**src/rtl/alsaqr_rst_pkg.sv**
```systemverilog
// alsaqr_rst_pkg
//   Shared definitions for the reset sequencer: FSM state encoding and the
//   default values of the sequencer parameters.
package alsaqr_rst_pkg;

    localparam int unsigned NUM_DOMAINS_DEF = 4;
    localparam int unsigned CNT_W_DEF       = 8;
    localparam int unsigned SYNC_STAGES_DEF = 2;

    // HOLD    : rst_ni asserted, everything held
    // RELEASE : walking domains upward, counting each domain's delay
    // RUN     : all domains released
    // ASSERT  : a request is holding domains idx and above in reset
    typedef enum logic [1:0] {
        HOLD    = 2'd0,
        RELEASE = 2'd1,
        RUN     = 2'd2,
        ASSERT  = 2'd3
    } rst_state_e;

endpackage

```
**src/rtl/alsaqr_rst_req_sync.sv**
```systemverilog
// alsaqr_rst_req_sync
//   Single-bit STAGES-deep synchroniser for an asynchronous reset request.
//   Ports:
//     clk_i  - sampling clock
//     rst_ni - asynchronous active-low reset, clears the chain to 0
//     d_i    - asynchronous input
//     q_o    - synchronised output (STAGES edges of latency)
module alsaqr_rst_req_sync
    import alsaqr_rst_pkg::*;
#(
    parameter int unsigned STAGES = SYNC_STAGES_DEF
) (
    input  logic clk_i,
    input  logic rst_ni,
    input  logic d_i,
    output logic q_o
);

    logic [STAGES-1:0] sync_q, sync_d;

    always_comb begin
        sync_d = {sync_q[STAGES-2:0], d_i};
    end

    always_ff @(posedge clk_i or negedge rst_ni) begin
        if (!rst_ni) begin
            sync_q <= '0;
        end else begin
            sync_q <= sync_d;
        end
    end

    assign q_o = sync_q[STAGES-1];

endmodule

```
**src/rtl/alsaqr_rst_seq.sv**
```systemverilog
// alsaqr_rst_seq
//   Ordered reset release for NUM_DOMAINS reset domains. After rst_ni
//   deasserts, domain 0 is released first, then each following domain after
//   its own programmable delay. Per-domain requests re-assert the requested
//   domain and every domain above it, then re-run the release from there.
//   Ports:
//     clk_i       - clock
//     rst_ni      - asynchronous active-low reset
//     test_mode_i - bypass: every rstn_o follows rst_ni directly
//     rst_req_i   - asynchronous per-domain reset requests, active high
//     dly_i       - per-domain release delay, sampled when the domain is loaded
//     rstn_o      - per-domain active-low resets
//     busy_o      - sequencer not in RUN
//     done_o      - sequencer in RUN (all released, no request pending)
module alsaqr_rst_seq
    import alsaqr_rst_pkg::*;
#(
    parameter int unsigned NUM_DOMAINS = NUM_DOMAINS_DEF,
    parameter int unsigned CNT_W       = CNT_W_DEF,
    parameter int unsigned SYNC_STAGES = SYNC_STAGES_DEF
) (
    input  logic                               clk_i,
    input  logic                               rst_ni,
    input  logic                               test_mode_i,
    input  logic [NUM_DOMAINS-1:0]             rst_req_i,
    input  logic [NUM_DOMAINS-1:0][CNT_W-1:0]  dly_i,
    output logic [NUM_DOMAINS-1:0]             rstn_o,
    output logic                               busy_o,
    output logic                               done_o
);

    localparam int unsigned     IDX_W    = (NUM_DOMAINS > 1) ? $clog2(NUM_DOMAINS) : 1;
    localparam logic [IDX_W-1:0] LAST_IDX = IDX_W'(NUM_DOMAINS - 1);

    rst_state_e                 state_q, state_d;
    logic [IDX_W-1:0]           idx_q, idx_d;
    logic [CNT_W-1:0]           cnt_q, cnt_d;
    logic [NUM_DOMAINS-1:0]     rstn_q, rstn_d;

    logic [NUM_DOMAINS-1:0]     req_sync;
    logic                       req_any;
    logic [IDX_W-1:0]           req_idx;
    logic [IDX_W-1:0]           idx_nxt;

    // Mask that keeps domains below m and clears m and everything above it.
    function automatic logic [NUM_DOMAINS-1:0] keep_below(input logic [IDX_W-1:0] m);
        logic [NUM_DOMAINS-1:0] mask;
        mask = '0;
        for (int i = 0; i < NUM_DOMAINS; i++) begin
            mask[i] = (i < int'(m));
        end
        return mask;
    endfunction

    for (genvar k = 0; k < NUM_DOMAINS; k++) begin : g_req_sync
        alsaqr_rst_req_sync #(
            .STAGES (SYNC_STAGES)
        ) i_req_sync (
            .clk_i  (clk_i),
            .rst_ni (rst_ni),
            .d_i    (rst_req_i[k]),
            .q_o    (req_sync[k])
        );
    end

    // Lowest requesting domain decides how far down the reset reaches.
    always_comb begin
        req_any = |req_sync;
        req_idx = '0;
        for (int i = NUM_DOMAINS - 1; i >= 0; i--) begin
            if (req_sync[i]) req_idx = IDX_W'(i);
        end
    end

    assign idx_nxt = idx_q + IDX_W'(1);

    always_ff @(posedge clk_i or negedge rst_ni) begin
        if (!rst_ni) begin
            state_q <= HOLD;
            idx_q   <= '0;
            cnt_q   <= '0;
            rstn_q  <= '0;
        end else begin
            state_q <= state_d;
            idx_q   <= idx_d;
            cnt_q   <= cnt_d;
            rstn_q  <= rstn_d;
        end
    end

    always_comb begin
        state_d = state_q;
        idx_d   = idx_q;
        cnt_d   = cnt_q;
        rstn_d  = rstn_q;
        unique case (state_q)
            HOLD: begin
                state_d = RELEASE;
                idx_d   = '0;
                cnt_d   = dly_i[0];
            end
            RELEASE: begin
                // Domains at and above idx are still held, so only a request
                // at or below idx changes anything; it also beats a release
                // that would happen on the same edge.
                if (req_any && (req_idx <= idx_q)) begin
                    state_d = ASSERT;
                    idx_d   = req_idx;
                    rstn_d  = rstn_q & keep_below(req_idx);
                end else if (cnt_q != '0) begin
                    cnt_d = cnt_q - CNT_W'(1);
                end else begin
                    rstn_d[idx_q] = 1'b1;
                    if (idx_q == LAST_IDX) begin
                        state_d = RUN;
                    end else begin
                        idx_d = idx_nxt;
                        cnt_d = dly_i[idx_nxt];
                    end
                end
            end
            RUN: begin
                if (req_any) begin
                    state_d = ASSERT;
                    idx_d   = req_idx;
                    rstn_d  = rstn_q & keep_below(req_idx);
                end
            end
            ASSERT: begin
                if (!req_any) begin
                    state_d = RELEASE;
                    cnt_d   = dly_i[idx_q];
                end else if (req_idx < idx_q) begin
                    idx_d  = req_idx;
                    rstn_d = rstn_q & keep_below(req_idx);
                end
            end
            default: begin
                state_d = HOLD;
            end
        endcase
    end

    // Status comes straight from the state flops; the rstn flops are only
    // bypassed by test mode so assertion via rst_ni stays asynchronous there.
    always_comb begin
        busy_o = (state_q != RUN);
        done_o = (state_q == RUN);
        rstn_o = test_mode_i ? {NUM_DOMAINS{rst_ni}} : rstn_q;
    end

endmodule

```
**config.mk**
```make
export PLATFORM = sky130hd
export DESIGN_NAME = alsaqr_rst_seq
export DESIGN_NICKNAME = d
export VERILOG_FILES = /design/src/rtl/alsaqr_rst_pkg.sv /design/src/rtl/alsaqr_rst_req_sync.sv /design/src/rtl/alsaqr_rst_seq.sv
export SDC_FILE = /design/constraint.sdc
export NUM_CORES = 1
export LEC_CHECK = 0
export CORE_ASPECT_RATIO = 0.6
export CORE_UTILIZATION = 46
export CTS_CLUSTER_SIZE = 25
export DETAILED_ROUTE_END_ITERATION = 16
export GPL_TIMING_DRIVEN = 0
export PLACE_DENSITY_LB_ADDON = 0.12
export SLEW_MARGIN = 15
export SYNTH_ARGS = -nofsm -noshare
export SYNTH_HDL_FRONTEND = slang
export SYNTH_SLANG_ARGS = --single-unit
```
**constraint.sdc**
```tcl
create_clock -name clk_i -period 2.75 [get_ports clk_i]
set_input_delay 0.55 -clock clk_i [delete_from_list [all_inputs] [get_ports clk_i]]
set_output_delay 0.55 -clock clk_i [all_outputs]
set_load 0.02 [all_outputs]
```
# Word level (Yosys, flattened, before mapping)
# Index checks and enable logic that the tools add are counted.
# classes
add_sub_neg	2
n_mul	0
div	0
order_cmp	8
eq_ne	14
shift	0
muxes	35
bitwise_logic	2
reduce_logical	11
# ops
operator	count
two-way mux 8 bit	6
binary-select mux 8 bit (select 2 bit)	2
two-way mux 2 bit	15
two-way mux 4 bit	6
one-hot mux 8 bit (3 select lines)	1
one-hot mux 2 bit (4 select lines)	2
!= test 3 bit, second input constant	4
one-hot mux 4 bit (3 select lines)	1
!= test 2 bit, second input constant	5
AND reduction 5 bit	2
AND reduction 4 bit	2
nonzero test 8 bit	1
subtractor 8 x 1 -> 8 bit, second input constant	1
equality test 2 bit, second input constant	3
< comparator 2 x 3 -> 1 bit, second input constant	2
nonzero test 3 bit	2
AND 4 x 3 -> 4 bit	1
< comparator 1 x 2 -> 1 bit, first input constant	2
bitwise OR 4 bit	1
OR reduction 4 bit	1
adder 2 x 1 -> 2 bit, second input constant	1
demux 1 bit (select 2 bit)	1
equality test 2 x 1 -> 1 bit, second input constant	1
greater-or-equal comparator 2 x 1 -> 1 bit, second input constant	1
7 further kinds	8
# totals
regBits	24
latchBits	0
mem_bits_rw	0
romBits	0
input_bits	39
output_inout_bits	6
word_cells	80
memories	0

# Depth between registers and ports, before layout
# logic_depth
ltp_word	9
ltp_mapped	10
ltp_nobuf	8

# By module
# A second synthesis with hierarchy kept.
# unflattened
cells_unflattened	193
hier_area_um2	1990.7
# by_module_without_submodules
mod	n_inst	cells_each	area_per_inst_um2	seq_area_each_um2
alsaqr_rst_seq	1	185	1790.5	400.4
alsaqr_rst_req_sync	4	2	50.0	50.0

# Least setup slack after synthesis
# Ideal clock, no wire load.
# synth_path
path_kind	register to register
start	register idx_q[0]
end	register cnt_q[1]
setup_ps	130
arrival_time_ps	2744
required_ps	2620
slack_ps	-125
path_stages_with_launch	11
n_path_buf	3
period_less_slack_ps	2875
cell_sequence	dfrtp_1 buf_2 clkbuf_1 inv_1 ha_1 buf_2 mux4_2 nand3_1 o21ai_0 a222oi_1 a21oi_1
# synth_via
elab_chain_cells	7
word_cells_on_any_way	16
cone_classes	add/sub (1); order compare (1); eq/ne (3); mux (9); reduce/logical (2)
# synth_lines
element	line_no	text
start, declared	alsaqr_rst_seq.sv:36	logic [IDX_W-1:0] idx_q, idx_d;
start signal, assigned	alsaqr_rst_seq.sv:85	idx_q <= idx_d;
adder 2 x 1 -> 2 bit	alsaqr_rst_seq.sv:75	assign idx_nxt = idx_q + IDX_W'(1);
binary-select mux 8 bit (select 2 bit)	alsaqr_rst_seq.sv:118	cnt_d = dly_i[idx_nxt];
two-way mux 8 bit (not written as such)	alsaqr_rst_seq.sv:118	
two-way mux 8 bit	alsaqr_rst_seq.sv:114	if (idx_q == LAST_IDX) begin
two-way mux 8 bit	alsaqr_rst_seq.sv:110	end else if (cnt_q != '0) begin
two-way mux 8 bit	alsaqr_rst_seq.sv:106	if (req_any && (req_idx <= idx_q)) begin
one-hot mux 8 bit (3 select lines)	alsaqr_rst_seq.sv:96	unique case (state_q)
end signal, assigned	alsaqr_rst_seq.sv:86	cnt_q <= cnt_d;
end, declared	alsaqr_rst_seq.sv:37	logic [CNT_W-1:0] cnt_q, cnt_d;
# Parallel ways exist; a longest one is shown, timed or not. The select of a mux whose other input is x is not followed.
# A chain may end at the register's enable or synchronous reset.

# Worst setup path in the final report
# Same ends and word-level chain as after synthesis.

==> results_dict.tcl <==
set metrics [dict create \
    run_status "finished clean" \
    routed_via_density 6.22 \
    finish.instance_area_um2 2730 \
    timing.rr.start "idx_q[0]" \
    hold_viol 0 \
    timing.reg2reg.setup_slack_ns 0.08 \
    dr.pass1.iters 4 \
    critical_path_class "flip-flop to flip-flop" \
    place_hpwl_um 4130 \
    p_per_area_nw_per_um2 1080 \
    most_used_standard_cell_by_instance_count_after_synthesis "sky130_fd_sc_hd__dfrtp_1" \
    worst_slew_pin_slew_ns 0.716 \
    synth_seq_area_share 0.308 \
    grt_first_pass_wirelength_um 8620 \
    cts-buffers-inserted 3 \
    cts_root_buf "sky130_fd_sc_hd__clkbuf_8" \
    min_period_over_period 0.972 \
    clk_transition_reported_paths_ns 0.10 \
    power_report.internal_total_mw 1.63 \
    avgRoutedWirePerCell_um 17.9 \
    tritoncts "done" \
    timing.critical_path.to "cnt_q[1]" \
    count_of_unresolved_drc_violations_after_routing 0 \
    final_core_utilization 0.708 \
    worstSetupEndpointType "flip-flop" \
    share_comb_of_total_power 0.689 \
    layout_min_cycle_time_ns 2.67 \
    cts_hold_buf 0 \
    layout-drive-gt1-share 0.213 \
    clock_sink_count 24 \
    finalHoldWorstSlack_ns 0.241 \
    fin_worst_skew_ns 0.00993 \
    post-synth-top-area-cell "sky130_fd_sc_hd__dfrtp_1" \
    initial_utilization 0.506 \
    routed_wl_um 5540 \
    drv.max_cap_violation_count 0 \
    preCtsSetupSlack_ns -0.645 \
    gpl_wtd_cong 0.868 \
    r2r_end "cnt_q[1]" \
    dr_total_vias 1927 \
    die_height_um 52.4 \
    ir_worst_vdd_v 0.000675 \
    grt_overflow_total 0 \
    netlist_area_pre_place_um2 1950 \
    leakagePower_nw 1.04 \
    placed_cell_area_um2 2460 \
    fp.dieW_um 86.0 \
    placement.io_buffers 44 \
    pin_count 45 \
    hold_path_class "input port to async pin" \
    diodes 0 \
    placementRows 17 \
    synth_enable_flop_cells 0 \
    max-clock-path-buffers 2 \
    final_critical_path_setup_slack_ns 0.0759 \
    cp_data_arrival_time_ns 2.82 \
    synthesis.area_per_instance_um2 10.0 \
    critical_path_peak_fanout 10 \
    totalPowerFinal_mw 2.93 \
    fmax_ghz 0.374 \
    layout-area-overhead-vs-synth_pct 40.0 \
    r2r.worst_path.cells 10 \
    fp.dieArea_um2 4500 \
    grt_pass1_vias 1673 \
    clock_insertion_delay_worst_skew_ns 0.28 \
    crit_path_start_kind "flip-flop" \
    synthCells 194 \
    share_seq_of_total_power 0.202 \
    postSynth.asyncResetShare 1.00 \
    power.share.switching 0.443 \
    power.net_switching_mw 1.30 \
    critPathRequiredTime_ns 2.90 \
    postRouteAntennaNets 0 \
    most_common_library_cells_after_synthesis "sky130_fd_sc_hd__dfrtp_1 (24), sky130_fd_sc_hd__o21ai_0 (22), sky130_fd_sc_hd__inv_1 (16)" \
    antenna_found_initial 0 \
    proportion_of_power_drawn_by_the_clock_network 0.110 \
    largest_cells_by_area_after_synthesis "sky130_fd_sc_hd__dfrtp_1 (31%), sky130_fd_sc_hd__mux4_2 (17%), sky130_fd_sc_hd__ha_1 (7.1%), sky130_fd_sc_hd__o21ai_0 (5.7%), sky130_fd_sc_hd__a22o_1 (4.5%)" \
    final_net_count 304 \
    postSynth.topFlopCell "sky130_fd_sc_hd__dfrtp_1" \
    yosysWarnings 0 \
    finalSetupViolCount 0 \
    postSynthNetCount 244 \
    drt_iter0_markers 205 \
    timing.slew.headroom 0.522 \
    crit_path_start "idx_q[0]" \
    yosys_register_bits 24 \
    design.core.area_um2 3850 \
    grt_use_total 0.259 \
    synth_cell_type_count 46 \
    cts_htree_levels 1 \
    final_max_slew_viol_count 0 \
    yosysTopAreaCellShare 0.308 \
    grt_max_degree 26 \
]
## power by group through the flow
stage / sequential [mW] / clock [mW] / combinational, mW
finish: 0.591 / 0.321 / 2.02
global route: 0.607 / 0.338 / 2.20
CTS: 0.582 / 0.319 / 1.77
detailed placement: 0.595 / 0 / 1.67
global placement: 0.591 / 0 / 1.65
floorplan: 0.557 / 0 / 1.25
## final cells by class
| cell class | instances | area, um^2 |
|---|---|---|
| Tap cell | 57 | 71.3 |
| Sequential cell | 24 | 602 |
| Inverter | 16 | 63.8 |
| Multi-Input combinational cell | 145 | 1310 |
| Clock inverter | 1 | 30.0 |
| Fill cell | 294 | 1120 |
| Buffer | 9 | 88.8 |
| Timing Repair Buffer | 55 | 518 |
| Clock buffer | 3 | 41.3 |
## critical path, cell delays in order (launching register included)
cell and delay [ns]:
sky130_fd_sc_hd__dfrtp_2 0.42, sky130_fd_sc_hd__buf_12 0.14, sky130_fd_sc_hd__buf_12 0.13, sky130_fd_sc_hd__clkinvlp_4 0.14, sky130_fd_sc_hd__ha_4 0.30, sky130_fd_sc_hd__buf_8 0.10, sky130_fd_sc_hd__mux4_2 0.48, sky130_fd_sc_hd__nand3_1 0.08
sky130_fd_sc_hd__o21ai_0 0.07, sky130_fd_sc_hd__a222oi_1 0.56, sky130_fd_sc_hd__a21oi_1 0.12
## cell usage in the layout (no fill, tap or decap), types with 2 or more instances in the layout
cell type / count
sky130_fd_sc_hd__clkdlybuf4s50_1: 43
sky130_fd_sc_hd__nand2_1: 9
sky130_fd_sc_hd__a22oi_1: 5
sky130_fd_sc_hd__a22o_1: 10
sky130_fd_sc_hd__mux4_2: 15
sky130_fd_sc_hd__clkbuf_1: 3
sky130_fd_sc_hd__a31oi_1: 3
sky130_fd_sc_hd__nor3b_1: 2
sky130_fd_sc_hd__dfrtp_1: 23
sky130_fd_sc_hd__buf_4: 11
sky130_fd_sc_hd__o211ai_1: 6
sky130_fd_sc_hd__clkbuf_8: 3
sky130_fd_sc_hd__nor2_1: 11
sky130_fd_sc_hd__o21ai_0: 22
sky130_fd_sc_hd__nand2b_1: 2
sky130_fd_sc_hd__a21oi_1: 6
sky130_fd_sc_hd__nor3_1: 5
sky130_fd_sc_hd__or4_2: 2
sky130_fd_sc_hd__ha_1: 10
sky130_fd_sc_hd__buf_12: 2
sky130_fd_sc_hd__nor4_1: 3
sky130_fd_sc_hd__inv_1: 15
sky130_fd_sc_hd__nand3_1: 7
## metal layers
metal / wire length, um / vias to the layer above / global-route usage
li1: - / 875 / -
met1: 2740 / 923 / 0.432
met2: 2140 / 125 / 0.325
met3: 642 / 4 / 0.0661
met4: 14 / 0 / 0.0333
met5: 0 / - / 0
## how the worst min path moves through the flow
stage | start | end | slack (ns) | cells after the start
after floorplan | rst_ni | cnt_q[0] | 0.25 | 0
after global placement | g_req_sync[1].i_req_sync.sync_q[0] | g_req_sync[1].i_req_sync.sync_q[1] | 0.34 | 0
after detailed placement | g_req_sync[3].i_req_sync.sync_q[0] | g_req_sync[3].i_req_sync.sync_q[1] | 0.34 | 0
after CTS | g_req_sync[1].i_req_sync.sync_q[0] | g_req_sync[1].i_req_sync.sync_q[1] | 0.35 | 0
after global routing | rst_ni | g_req_sync[1].i_req_sync.sync_q[1] | 0.28 | 1
final | rst_ni | g_req_sync[1].i_req_sync.sync_q[1] | 0.24 | 1
## stage by stage
stage | TNS, ns | instances
final | 0 | 310
after global routing | -0.0564 | 310
after CTS | 0 | 300
after detailed placement | -5.72 | 295
after global placement | -5.16 | 295
after floorplan | 0 | 194
## cells by family (layout without fill, tap and decap cells)
logic type / after synthesis / count (layout) / synth area share
xor+xnor: 1 / 1 / 0.00450
mux: 17 / 17 / 0.184
fa+ha+maj: 11 / 11 / 0.0707
flops: 24 / 24 / 0.308
compound gates: 68 / 68 / 0.251
buf+inv: 25 / 84 / 0.0540
simple gates: 48 / 48 / 0.127
## flip-flops by register name, summed over array words and instances, names as in the netlist
signal and count:
state_q 2, cnt_q 8, rstn_q 4, g_req_sync.i_req_sync.sync_q 8, idx_q 2
## repair_timing
item                       in CTS  in global routing
setup buffers                   1                 10
hold endpoints to repair        0                  0
resized for setup              14                 16
setup endpoints to repair      17                 20
pin swaps                       2                  3
No activity file was read; power rests on OpenSTA's default activity.
